`src/rtl/sample_dma_pkg.sv`:
```
// Shared definitions for sample_dma: register indexes, CTRL/STATUS bit positions and FSM states.
package sample_dma_pkg;

   localparam logic [2:0] REG_CTRL   = 3'd0;
   localparam logic [2:0] REG_BASE   = 3'd1;
   localparam logic [2:0] REG_LIMIT  = 3'd2;
   localparam logic [2:0] REG_WPTR   = 3'd3;
   localparam logic [2:0] REG_COUNT  = 3'd4;
   localparam logic [2:0] REG_STATUS = 3'd5;

   localparam int CTRL_EN      = 0;
   localparam int CTRL_CIRC    = 1;
   localparam int CTRL_CLR     = 2;
   localparam int CTRL_IRQEN   = 3;
   localparam int CTRL_IRQWRAP = 4;

   localparam int ST_BUSY    = 0;
   localparam int ST_WRAPPED = 1;
   localparam int ST_FULL    = 2;
   localparam int ST_OVERRUN = 3;
   localparam int ST_CFGERR  = 4;

   typedef enum logic [1:0] {
      S_IDLE  = 2'd0,
      S_POP   = 2'd1,
      S_LATCH = 2'd2,
      S_WRITE = 2'd3
   } state_t;

endpackage

```
`src/rtl/sample_dma_regs.sv`:
```
// sample_dma register file: CTRL/BASE/LIMIT, sticky status, capture start and CFGERR check, read mux.
// Defining SAMPLE_DMA_IRQ_EN adds the IRQEN/IRQWRAP control bits and the registered irq output.
module sample_dma_regs
   import sample_dma_pkg::*;
#(
   parameter int AW = 24
) (
   input  logic          clk_48,
   input  logic          irst,
   input  logic [2:0]    reg_addr,
   input  logic          reg_we,
   input  logic [31:0]   reg_wdata,
   output logic [31:0]   reg_rdata,
   input  logic          busy,
   input  logic [AW-1:0] wptr,
   input  logic [31:0]   count,
   input  logic          wrap_evt,
   input  logic          full_evt,
   input  logic          fifo_overflow,
   output logic          en,
   output logic          circ,
   output logic [AW-1:0] base,
   output logic [AW-1:0] limit,
   output logic          start
`ifdef SAMPLE_DMA_IRQ_EN
   ,
   output logic          irq
`endif
);

   logic ctrl_wr;
   logic clr;
   logic en_req;
   logic cfg_ok;
   logic wrapped;
   logic full;
   logic overrun;
   logic cfgerr;
   logic unused_wdata;

   assign ctrl_wr      = reg_we && (reg_addr == REG_CTRL);
   assign clr          = ctrl_wr && reg_wdata[CTRL_CLR];
   assign en_req       = ctrl_wr && reg_wdata[CTRL_EN] && !en;
   assign cfg_ok       = limit > base;
   assign start        = en_req && cfg_ok;
   assign unused_wdata = ^reg_wdata;

   // NOTE: non-blocking assignments so every flop sees pre-edge values; the last assignment in the block wins.
   always_ff @(posedge clk_48 or posedge irst) begin
      if (irst) begin
         en   <= 1'b0;
         circ <= 1'b0;
      end else begin
         if (ctrl_wr && !busy) circ <= reg_wdata[CTRL_CIRC];
         if (ctrl_wr && !reg_wdata[CTRL_EN]) en <= 1'b0;
         else if (start)                     en <= 1'b1;
         if (full_evt) en <= 1'b0;
      end
   end

   always_ff @(posedge clk_48 or posedge irst) begin
      if (irst) begin
         base  <= '0;
         limit <= '0;
      end else if (reg_we && !busy) begin
         if (reg_addr == REG_BASE)  base  <= reg_wdata[AW-1:0];
         if (reg_addr == REG_LIMIT) limit <= reg_wdata[AW-1:0];
      end
   end

   // Clears are applied first so an event in the same cycle always leaves its bit set.
   always_ff @(posedge clk_48 or posedge irst) begin
      if (irst) begin
         wrapped <= 1'b0;
         full    <= 1'b0;
         overrun <= 1'b0;
         cfgerr  <= 1'b0;
      end else begin
         if (clr) begin
            wrapped <= 1'b0;
            full    <= 1'b0;
            overrun <= 1'b0;
            cfgerr  <= 1'b0;
         end
         if (start) begin
            wrapped <= 1'b0;
            full    <= 1'b0;
            cfgerr  <= 1'b0;
         end
         if (en_req && !cfg_ok) cfgerr  <= 1'b1;
         if (wrap_evt)          wrapped <= 1'b1;
         if (full_evt)          full    <= 1'b1;
         if (fifo_overflow)     overrun <= 1'b1;
      end
   end

`ifdef SAMPLE_DMA_IRQ_EN
   logic irqen;
   logic irqwrap;

   always_ff @(posedge clk_48 or posedge irst) begin
      if (irst) begin
         irqen   <= 1'b0;
         irqwrap <= 1'b0;
         irq     <= 1'b0;
      end else begin
         if (ctrl_wr) begin
            irqen   <= reg_wdata[CTRL_IRQEN];
            irqwrap <= reg_wdata[CTRL_IRQWRAP];
         end
         irq <= !clr && irqen && (full || overrun || (irqwrap && wrapped));
      end
   end
`endif

   // NOTE: default assigned first so every path drives reg_rdata and no latch is inferred.
   always_comb begin
      reg_rdata = '0;
      case (reg_addr)
         REG_CTRL: begin
            reg_rdata[CTRL_EN]   = en;
            reg_rdata[CTRL_CIRC] = circ;
`ifdef SAMPLE_DMA_IRQ_EN
            reg_rdata[CTRL_IRQEN]   = irqen;
            reg_rdata[CTRL_IRQWRAP] = irqwrap;
`endif
         end
         REG_BASE:  reg_rdata = 32'(base);
         REG_LIMIT: reg_rdata = 32'(limit);
         REG_WPTR:  reg_rdata = 32'(wptr);
         REG_COUNT: reg_rdata = count;
         REG_STATUS: begin
            reg_rdata[ST_BUSY]    = busy;
            reg_rdata[ST_WRAPPED] = wrapped;
            reg_rdata[ST_FULL]    = full;
            reg_rdata[ST_OVERRUN] = overrun;
            reg_rdata[ST_CFGERR]  = cfgerr;
         end
         default:   reg_rdata = '0;
      endcase
   end

endmodule

```
`src/rtl/sample_dma.sv`:
```
// Drains the sample FIFO into the SDRAM write channel over a [BASE, LIMIT) word window, one-shot or circular.
// Defining SAMPLE_DMA_IRQ_EN adds the irq output.
module sample_dma
   import sample_dma_pkg::*;
#(
   parameter int AW = 24,
   parameter int DW = 16
) (
   input  logic          clk_48,
   input  logic          irst,
   input  logic          fifo_empty,
   output logic          fifo_rd,
   input  logic [DW-1:0] fifo_data,
   input  logic          fifo_overflow,
   output logic [AW-1:0] awaddr,
   output logic [DW-1:0] wdata,
   output logic          wvalid,
   input  logic          wready,
   input  logic [2:0]    reg_addr,
   input  logic          reg_we,
   input  logic [31:0]   reg_wdata,
   output logic [31:0]   reg_rdata
`ifdef SAMPLE_DMA_IRQ_EN
   ,
   output logic          irq
`endif
);

   state_t        state;
   state_t        state_nxt;
   logic          en;
   logic          circ;
   logic          start;
   logic          busy;
   logic          hs;
   logic          at_end;
   logic          wrap_evt;
   logic          full_evt;
   logic [AW-1:0] base;
   logic [AW-1:0] limit;
   logic [AW-1:0] wptr;
   logic [31:0]   count;

   assign busy     = (state != S_IDLE);
   assign hs       = wvalid && wready;
   assign at_end   = (wptr + AW'(1)) == limit;
   assign wrap_evt = hs && at_end && circ;
   assign full_evt = hs && at_end && !circ;

   sample_dma_regs #(.AW(AW)) u_regs (
      .clk_48        (clk_48),
      .irst          (irst),
      .reg_addr      (reg_addr),
      .reg_we        (reg_we),
      .reg_wdata     (reg_wdata),
      .reg_rdata     (reg_rdata),
      .busy          (busy),
      .wptr          (wptr),
      .count         (count),
      .wrap_evt      (wrap_evt),
      .full_evt      (full_evt),
      .fifo_overflow (fifo_overflow),
      .en            (en),
      .circ          (circ),
      .base          (base),
      .limit         (limit),
      .start         (start)
`ifdef SAMPLE_DMA_IRQ_EN
      ,
      .irq           (irq)
`endif
   );

   always_ff @(posedge clk_48 or posedge irst) begin
      if (irst) state <= S_IDLE;
      else      state <= state_nxt;
   end

   // EN still reads 1 on the cycle the buffer fills, so full_evt must block the back-to-back pop.
   always_comb begin
      state_nxt = state;
      fifo_rd   = 1'b0;
      case (state)
         S_IDLE: begin
            if (en && !fifo_empty) begin
               fifo_rd   = 1'b1;
               state_nxt = S_POP;
            end
         end
         S_POP:   state_nxt = S_LATCH;
         S_LATCH: state_nxt = S_WRITE;
         S_WRITE: begin
            if (hs) begin
               if (en && !fifo_empty && !full_evt) begin
                  fifo_rd   = 1'b1;
                  state_nxt = S_POP;
               end else begin
                  state_nxt = S_IDLE;
               end
            end
         end
         default: state_nxt = S_IDLE;
      endcase
   end

   always_ff @(posedge clk_48 or posedge irst) begin
      if (irst) begin
         wvalid <= 1'b0;
         awaddr <= '0;
         wdata  <= '0;
      end else if (state == S_LATCH) begin
         wvalid <= 1'b1;
         awaddr <= wptr;
         wdata  <= fifo_data;
      end else if (hs) begin
         wvalid <= 1'b0;
      end
   end

   always_ff @(posedge clk_48 or posedge irst) begin
      if (irst) begin
         wptr  <= '0;
         count <= '0;
      end else if (start) begin
         wptr  <= base;
         count <= '0;
      end else if (hs) begin
         if (count != 32'hFFFF_FFFF) count <= count + 32'd1;
         if (at_end && circ) wptr <= base;
         else                wptr <= wptr + AW'(1);
      end
   end

endmodule

```
`config.mk`:
```
export PLATFORM = sky130hd
export DESIGN_NAME = sample_dma
export DESIGN_NICKNAME = d
export VERILOG_FILES = /design/src/rtl/sample_dma_pkg.sv /design/src/rtl/sample_dma_regs.sv /design/src/rtl/sample_dma.sv
export SDC_FILE = /design/constraint.sdc
export NUM_CORES = 1
export LEC_CHECK = 0
export CAP_MARGIN = 0
export CORE_MARGIN = 2
export CORE_UTILIZATION = 50
export CTS_CLUSTER_DIAMETER = 30
export DETAILED_ROUTE_END_ITERATION = 16
export PLACE_DENSITY = 0.74
export SETUP_SLACK_MARGIN = 0.4
export SYNTH_ARGS = -nofsm -noshare
export SYNTH_HDL_FRONTEND = slang
export SYNTH_SLANG_ARGS = --single-unit
```
`constraint.sdc`:
```
create_clock -name clk_48 -period 6 [get_ports clk_48]
set_input_delay 1.2 -clock clk_48 [delete_from_list [all_inputs] [get_ports clk_48]]
set_output_delay 1.2 -clock clk_48 [all_outputs]
set_load 0.1 [all_outputs]
```
==> results of run 1 <==
## placed cells by master, fill, tap and decap left out, drive strengths merged, types with 4 or more instances in the layout
cell	count
dfrtp	153
clkdlybuf4s50	89
nand2	80
mux2	65
o21ai	55
inv	55
buf	47
nor2	47
a21oi	39
ha	30
nand3	29
xnor2	28
nand4	26
nor3	24
xor2	22
a221o	21
a22o	20
and3	17
clkbuf	17
and2	14
a21o	13
or3	13
nor4	13
a22oi	9
a221oi	9
o31ai	6
a32oi	6
and4	6
mux2i	6
nor2b	5
or4	5
nand2b	4
nand3b	4
bufinv	4
a2111oi	4
## cell usage after synthesis, types with 9 or more instances
cell        n
dfrtp_1   153
nand2_1    80
mux2_2     65
o21ai_0    52
inv_1      49
nor2_1     46
clkbuf_1   42
a21oi_1    39
ha_1       30
nand3_1    29
xnor2_1    28
nor3_1     24
nand4_1    23
xor2_1     22
a221o_1    21
a22o_1     20
and3_1     17
and2_1     14
buf_2      14
a21o_1     13
or3_1      13
a221oi_1    9
a22oi_1     9
nor4_1      9
## state kept, by name, summed over array words and instances, names as in the netlist
| register | count |
|---|---|
| awaddr | 24 |
| count | 32 |
| state | 2 |
| u_regs.base | 24 |
| u_regs.cfgerr | 1 |
| u_regs.circ | 1 |
| u_regs.en | 1 |
| u_regs.full | 1 |
| u_regs.limit | 24 |
| u_regs.overrun | 1 |
| u_regs.wrapped | 1 |
| wdata | 16 |
| wptr | 24 |
| wvalid | 1 |
## through the flow
| stage | area (sq um) | power, mW | utilization [%] | hold WS (ns) | setup WS, ns |
|---|---|---|---|---|---|
| floorplan | 9004 | 3.851 | - | 0.4481 | 0.3297 |
| global placement | 10300 | 4.523 | 57.75 | 0.4635 | 1.096 |
| detailed placement | 10300 | 4.584 | 57.75 | 0.4811 | 1.050 |
| CTS | 10940 | 5.773 | 61.33 | 0.4954 | 0.5756 |
| global route | 10950 | 6.069 | 61.36 | 0.5133 | 0.5270 |
| finish | 10950 | 5.775 | 61.36 | 0.4973 | 0.6986 |
## final timing paths
check / cells after the start / to / slack, ns
setup / recovery: 12 / fifo_rd / 0.70
max in group asynchronous: 3 / u_regs.limit[3]$_DFFE_PP0P_ / 3.72
hold / removal: 1 / u_regs.wrapped$_DFFE_PP0P_ / 0.50
min in group asynchronous: 2 / wdata[15]$_DFFE_PP0P_ / 1.27
hold reg to reg: 1 / u_regs.wrapped$_DFFE_PP0P_ / 0.50
setup reg to reg: 10 / wptr[12]$_DFFE_PP0P_ / 1.63
## power groups by stage
| stage | clock network (mW) | logic [mW] | registers, mW |
|---|---|---|---|
| floorplan | 0 | 1.44 | 2.41 |
| global placement | 0 | 2.69 | 1.84 |
| detailed placement | 0 | 2.73 | 1.85 |
| CTS | 1.19 | 2.75 | 1.84 |
| global route | 1.22 | 2.94 | 1.91 |
| finish | 1.17 | 2.75 | 1.86 |
## cells by family (layout without fill, tap and decap cells)
kind of cell,Yosys count,after routing,share of synthesized area [%]
AND/OR/NAND/NOR,299,299,17.90
AO/OA/AOI/OAI,214,214,16.80
flip-flops,153,153,42.52
buffers and inverters,111,217,4.947
multiplexers,71,71,8.797
XOR/XNOR,50,50,4.864
adder cells (fa/ha/maj),30,30,4.169
## routing by layer
layer	vias to the layer above	global-route usage, %	part of all wire (%)
met3	48	4.468	8.0
met4	0	8.432	2.0
met1	3838	38.64	44
li1	3600	-	-
met5	-	0	0
met2	377	39.94	46
## cell type report
| class | instances | area (sq um) |
|---|---|---|
| multi-input combinational | 664 | 4760 |
| timing repair buffer | 136 | 1244 |
| clock buffer | 17 | 425.4 |
| inverter | 49 | 188.9 |
| clock inverter | 15 | 214.0 |
| fill | 1515 | 6894 |
| sequential | 153 | 3829 |
| tap | 229 | 286.5 |
==> impl_metrics.csv, run 1 <==
group,metric,value,unit
run_status,status,"finished, final reports clean",
critical_path,r2r-start,"wptr[11]$_DFFE_PP0P_",
drt,first_pass_iters,5,
critical_path,crit_buf_inv,2,
drt,drt_iter0_drc,754,
timing,maxSlewViolCount,0,
floorplanning,ioPinCount,131,
clocking,numCtsBuffers,17,
synth,ys_types,69,
clocking,cts_resized,0,
job,maxCapViolCount,0,
critical_path,endpoint_kind,"primary output",
critical_path,worstPathCellList,"ha_1, nand3_2, or4_4, or4_1, a32oi_1, a21oi_1, nor4_1, buf_4, nand2b_1, a31oi_1, nor3_1, buf_4",
global_route,grt_pass1_wl,40630,um
finish,area_growth,21.58,%
finish,final-instance-count-excl-fill,1263,
pwr,leakage,4.643,nW
finish,antenna_cells,0,
synth,async_reset_ff_share,100.0,%
drt,wl_per_cell,19.86,um
synth,ys_ff_latch,153,
min_path,hold_class,"register to register",
clocking,htree_levels,4,
synth,synth_fp_nets,1015,
finish,drive_gt1_share,16.15,%
placed_design,port_buffers,122,
timing,min_period,5.301,ns
pwr,p_int,2.992,mW
pwr,power_density,527.5,mW/mm^2
critical_path,critPathArrivalTime,4.10,ns
timing,fin_crit_sh,88.36,%
pwr,p_sw,2.782,mW
floorplanning,fp.coreArea,0.01784,sq mm
drt,vias_per_cell,6.226,
synth,yosysSeqAreaShare,42.52,%
clocking,path_clk_slew,0.06,ns
global_route,antenna_found_initial,0,
pwr,p_clk_share,20.2,%
timing,worstMarginPinSlew,1.208,ns
floorplanning,fp-row-count,49,
clocking,clk_path_buf_depth,2,
drt,routed_wl,25080,um
timing,fin_skew,0.01042,ns
placed_design,place_inst,1231,
critical_path,required,4.80,ns
synth,postSynthAreaPerCell,9.702,sq um
global_route,grt_usage,26.31,%
critical_path,start_kind,"register",
critical_path,cp_slowest_cell,"or4_4",
drt,drc,0,
synth,synth_cells,928,
floorplanning,start_util,50.47,%
synth,synth_warnings,0,
pwr,power_frac_comb,47.6,%
critical_path,crit_type,"register to primary output",
critical_path,path_max_fanout,11,
floorplanning,die_width,138.2,um
critical_path,cp_top_family,"simple AND/OR/NAND/NOR gates",
drt,num_vias,7863,
critical_path,max_stage_delay,0.64,ns
global_route,grt_max_degree,78,
clocking,cts_root_buffer,"clkbuf_16",
clocking,worstSkewPairLatency,0.43,ns
clocking,hold_buffers,0,
pwr,ir_drop,0.0004960,V
finish,nNetsFinal,1108,
timing,setup_tns,0,ns
timing,hold_viol_final,0,
drt,antenna_left,0,
synth,synth_top_cell_by_area,"dfrtp_1",
timing,max_freq,0.1886,GHz
timing,rsz0062_at_grt,"no",
timing,finalSetupViolations,0,
pwr,seq_power_share,32.1,%
placed_design,dp_hpwl,17640,um
floorplanning,die_h,138.2,um
synth,synth_top_area_share,42.52,%
timing,relSlewSlack,19.15,%
clocking,post_cts_buffers,0,
clocking,cts_tree,"done",
clocking,cts.sink_count,153,
critical_path,crit_start,"wptr[1]$_DFFE_PP0P_",
pwr,netSwitchingFraction,48.18,%
global_route,gr-total-overflow,0,
critical_path,critPathMostFrequentCell,"buf_4",
synth,syn_area,0.009004,sq mm
synth,synth_edf_count,0,
min_path,min-delay-start,"u_regs.wrapped$_DFFE_PP0P_",
synth,synth_ff_type,"dfrtp_1",
global_route,grt_pass1_vias,7466,
synth,synth.top_cells.by_area,"dfrtp_1 43%, mux2_2 8.1%, ha_1 4.2%",
placed_design,globalplace.congestion,0.9644,
floorplanning,die_area,0.01910,sq mm
No activity file was read; power rests on OpenSTA's default activity.
==> run 2: changes to the inputs <==
--- a/config.mk
+++ b/config.mk
@@ -7,10 +7,10 @@
 export LEC_CHECK = 0
 export CAP_MARGIN = 0
 export CORE_MARGIN = 2
-export CORE_UTILIZATION = 50
+export CORE_UTILIZATION = 60
 export CTS_CLUSTER_DIAMETER = 30
 export DETAILED_ROUTE_END_ITERATION = 16
-export PLACE_DENSITY = 0.74
+export PLACE_DENSITY = 0.87
 export SETUP_SLACK_MARGIN = 0.4
 export SYNTH_ARGS = -nofsm -noshare
 export SYNTH_HDL_FRONTEND = slang
==> constraint.sdc (replaced) <==
create_clock -name clk_48 -period 6.89 [get_ports clk_48]
set_input_delay 1.378 -clock clk_48 [delete_from_list [all_inputs] [get_ports clk_48]]
set_output_delay 1.378 -clock clk_48 [all_outputs]
set_load 0.1 [all_outputs]
==> impl_metrics.csv, run 2 (synthesis results as in run 1) <==
group,metric,value,unit
global_route,grt_usage,31.80,%
drt,num_vias,8163,
pwr,p_int,2.612,mW
critical_path,cp_slowest_cell,"or4_4",
global_route,grt_pass1_wl,39850,um
floorplanning,fp.coreArea,0.01459,sq mm
global_route,antenna_found_initial,0,
floorplanning,ioPinCount,131,
pwr,netSwitchingFraction,48.20,%
drt,drc,0,
drt,first_pass_iters,6,
critical_path,required,5.51,ns
finish,layout_common_cells,"153 x dfrtp_1, 98 x clkdlybuf4s50_1, 80 x nand2_1",
timing,fin_crit_sh,89.46,%
finish,drive_gt1_share,14.59,%
timing,finalSetupViolations,0,
timing,fin_skew,0.007755,ns
clocking,post_cts_buffers,0,
drt,routed_wl,25390,um
finish,antenna_cells,0,
placed_design,globalplace.congestion,0.9774,
finish,final_common_cell,"dfrtp_1",
clocking,hold_buffers,0,
timing,hold_viol_final,0,
job,maxCapViolCount,0,
global_route,grt_pass1_vias,7528,
global_route,gr-total-overflow,0,
timing,worstMarginPinSlew,1.201,ns
floorplanning,start_util,61.72,%
placed_design,place_inst,1180,
critical_path,cp_top_family,"simple AND/OR/NAND/NOR gates",
pwr,power_density,464.2,mW/mm^2
critical_path,path_max_fanout,12,
critical_path,max_stage_delay,0.71,ns
finish,utilization,74.45,%
clocking,path_clk_slew,0.06,ns
drt,vias_per_cell,6.735,
finish,largest_register_ff_count,32,
clocking,clk_path_buf_depth,2,
pwr,leakage,4.599,nW
floorplanning,die_area,0.01600,sq mm
clocking,cts_tree,"done",
placed_design,dp_hpwl,17350,um
finish,nNetsFinal,1102,
run_status,status,"finished, final reports clean",
pwr,seq_power_share,32.4,%
placed_design,port_buffers,122,
finish,top_register,"count",
critical_path,crit_type,"register to primary output",
clocking,htree_levels,4,
pwr,p_sw,2.430,mW
pwr,p_clk_share,20.0,%
drt,wl_per_cell,20.95,um
timing,min_period,6.164,ns
clocking,cts_root_buffer,"clkbuf_16",
floorplanning,fp-row-count,44,
critical_path,critPathArrivalTime,4.79,ns
timing,setup_tns,0,ns
critical_path,worstPathCellList,"ha_1, nand3_1, or4_4, or4_1, a32oi_1, a21oi_1, nor4_1, nand2b_1, a31oi_1, nor3_1, buf_4",
finish,area_growth,20.64,%
timing,rsz0062_at_grt,"no",
critical_path,endpoint_kind,"primary output",
finish,final-instance-count-excl-fill,1212,
clocking,worstSkewPairLatency,0.44,ns
critical_path,crit_buf_inv,1,
drt,antenna_left,0,
min_path,hold_class,"register to register",
pwr,power_frac_comb,47.5,%
clocking,cts_resized,0,
timing,max_freq,0.1622,GHz
finish,fillers,1009,
floorplanning,die_h,126.5,um
critical_path,start_kind,"register",
timing,maxSlewViolCount,0,
timing,relSlewSlack,19.18,%
clocking,numCtsBuffers,17,
global_route,grt_max_degree,97,
drt,drt_iter0_drc,1150,
clocking,cts.sink_count,153,
floorplanning,die_width,126.5,um
pwr,ir_drop,0.0002747,V
-- run 2: cell count changes in the layout (fill, tap and decap cells not counted) --
cell	previous run	this run
clkbuf_8	0	1
clkdlybuf4s50_1	89	98
buf_4	47	32
inv_8	2	0
clkbuf_1	0	1
clkinvlp_4	3	0
nand3_2	1	0
nand3_1	28	29
clkinv_4	1	7
inv_6	5	2
-- run 2: path summary, 6_finish.rpt --
kind                       slack (ns)  cells after the start                          to                  startpoint
setup / recovery                 0.73                     11                     fifo_rd         wptr[0]$_DFFE_PP0P_
hold / removal                   0.49                      1  u_regs.wrapped$_DFFE_PP0P_  u_regs.wrapped$_DFFE_PP0P_
setup reg to reg                 1.91                     10        wptr[10]$_DFFE_PP0P_         wptr[0]$_DFFE_PP0P_
hold reg to reg                  0.49                      1  u_regs.wrapped$_DFFE_PP0P_  u_regs.wrapped$_DFFE_PP0P_
max in group asynchronous        4.15                      3         wptr[5]$_DFFE_PP0P_                        irst
min in group asynchronous        1.48                      2       wdata[15]$_DFFE_PP0P_                        irst
-- run 2: per-stage QoR --
| step | worst slack, ns | hold WS [ns] | area [sq um] | power [mW] |
|---|---|---|---|---|
| global placement | 1.342 | 0.4637 | 10220 | 3.910 |
| finish | 0.7264 | 0.4863 | 10860 | 5.042 |
| detailed placement | 1.282 | 0.4763 | 10220 | 3.976 |
| CTS | 0.8753 | 0.4874 | 10860 | 5.019 |
| floorplan | 0.8637 | 0.4481 | 9004 | 3.353 |
| global route | 0.6311 | 0.5153 | 10860 | 5.260 |
-- run 2: area by class of cell --
type | instances | area (sq um) | area share [%]
clock buffers | 19 | 442.9 | 4.078
clock inverters | 13 | 195.2 | 1.797
inverters | 49 | 188.9 | 1.739
multi-input cells | 664 | 4755 | 43.77
flip-flops and latches | 153 | 3829 | 35.25
well taps | 184 | 230.2 | 2.120
repair buffers | 130 | 1221 | 11.24
-- run 2: power groups by stage --
stage	Sequential, mW	Clock (mW)	Combinational [mW]
floorplan	2.10	0	1.25
global placement	1.61	0	2.30
detailed placement	1.62	0	2.36
CTS	1.61	1.02	2.39
global route	1.66	1.06	2.54
finish	1.64	1.01	2.40
-- run 2: layer usage --
layer,track usage (%),vias to the layer above,wire [um]
met5,0,-,0
met3,5.905,80,2550
met4,12.09,0,839
met1,44.65,3958,10220
met2,49.48,537,11780
li1,-,3588,-
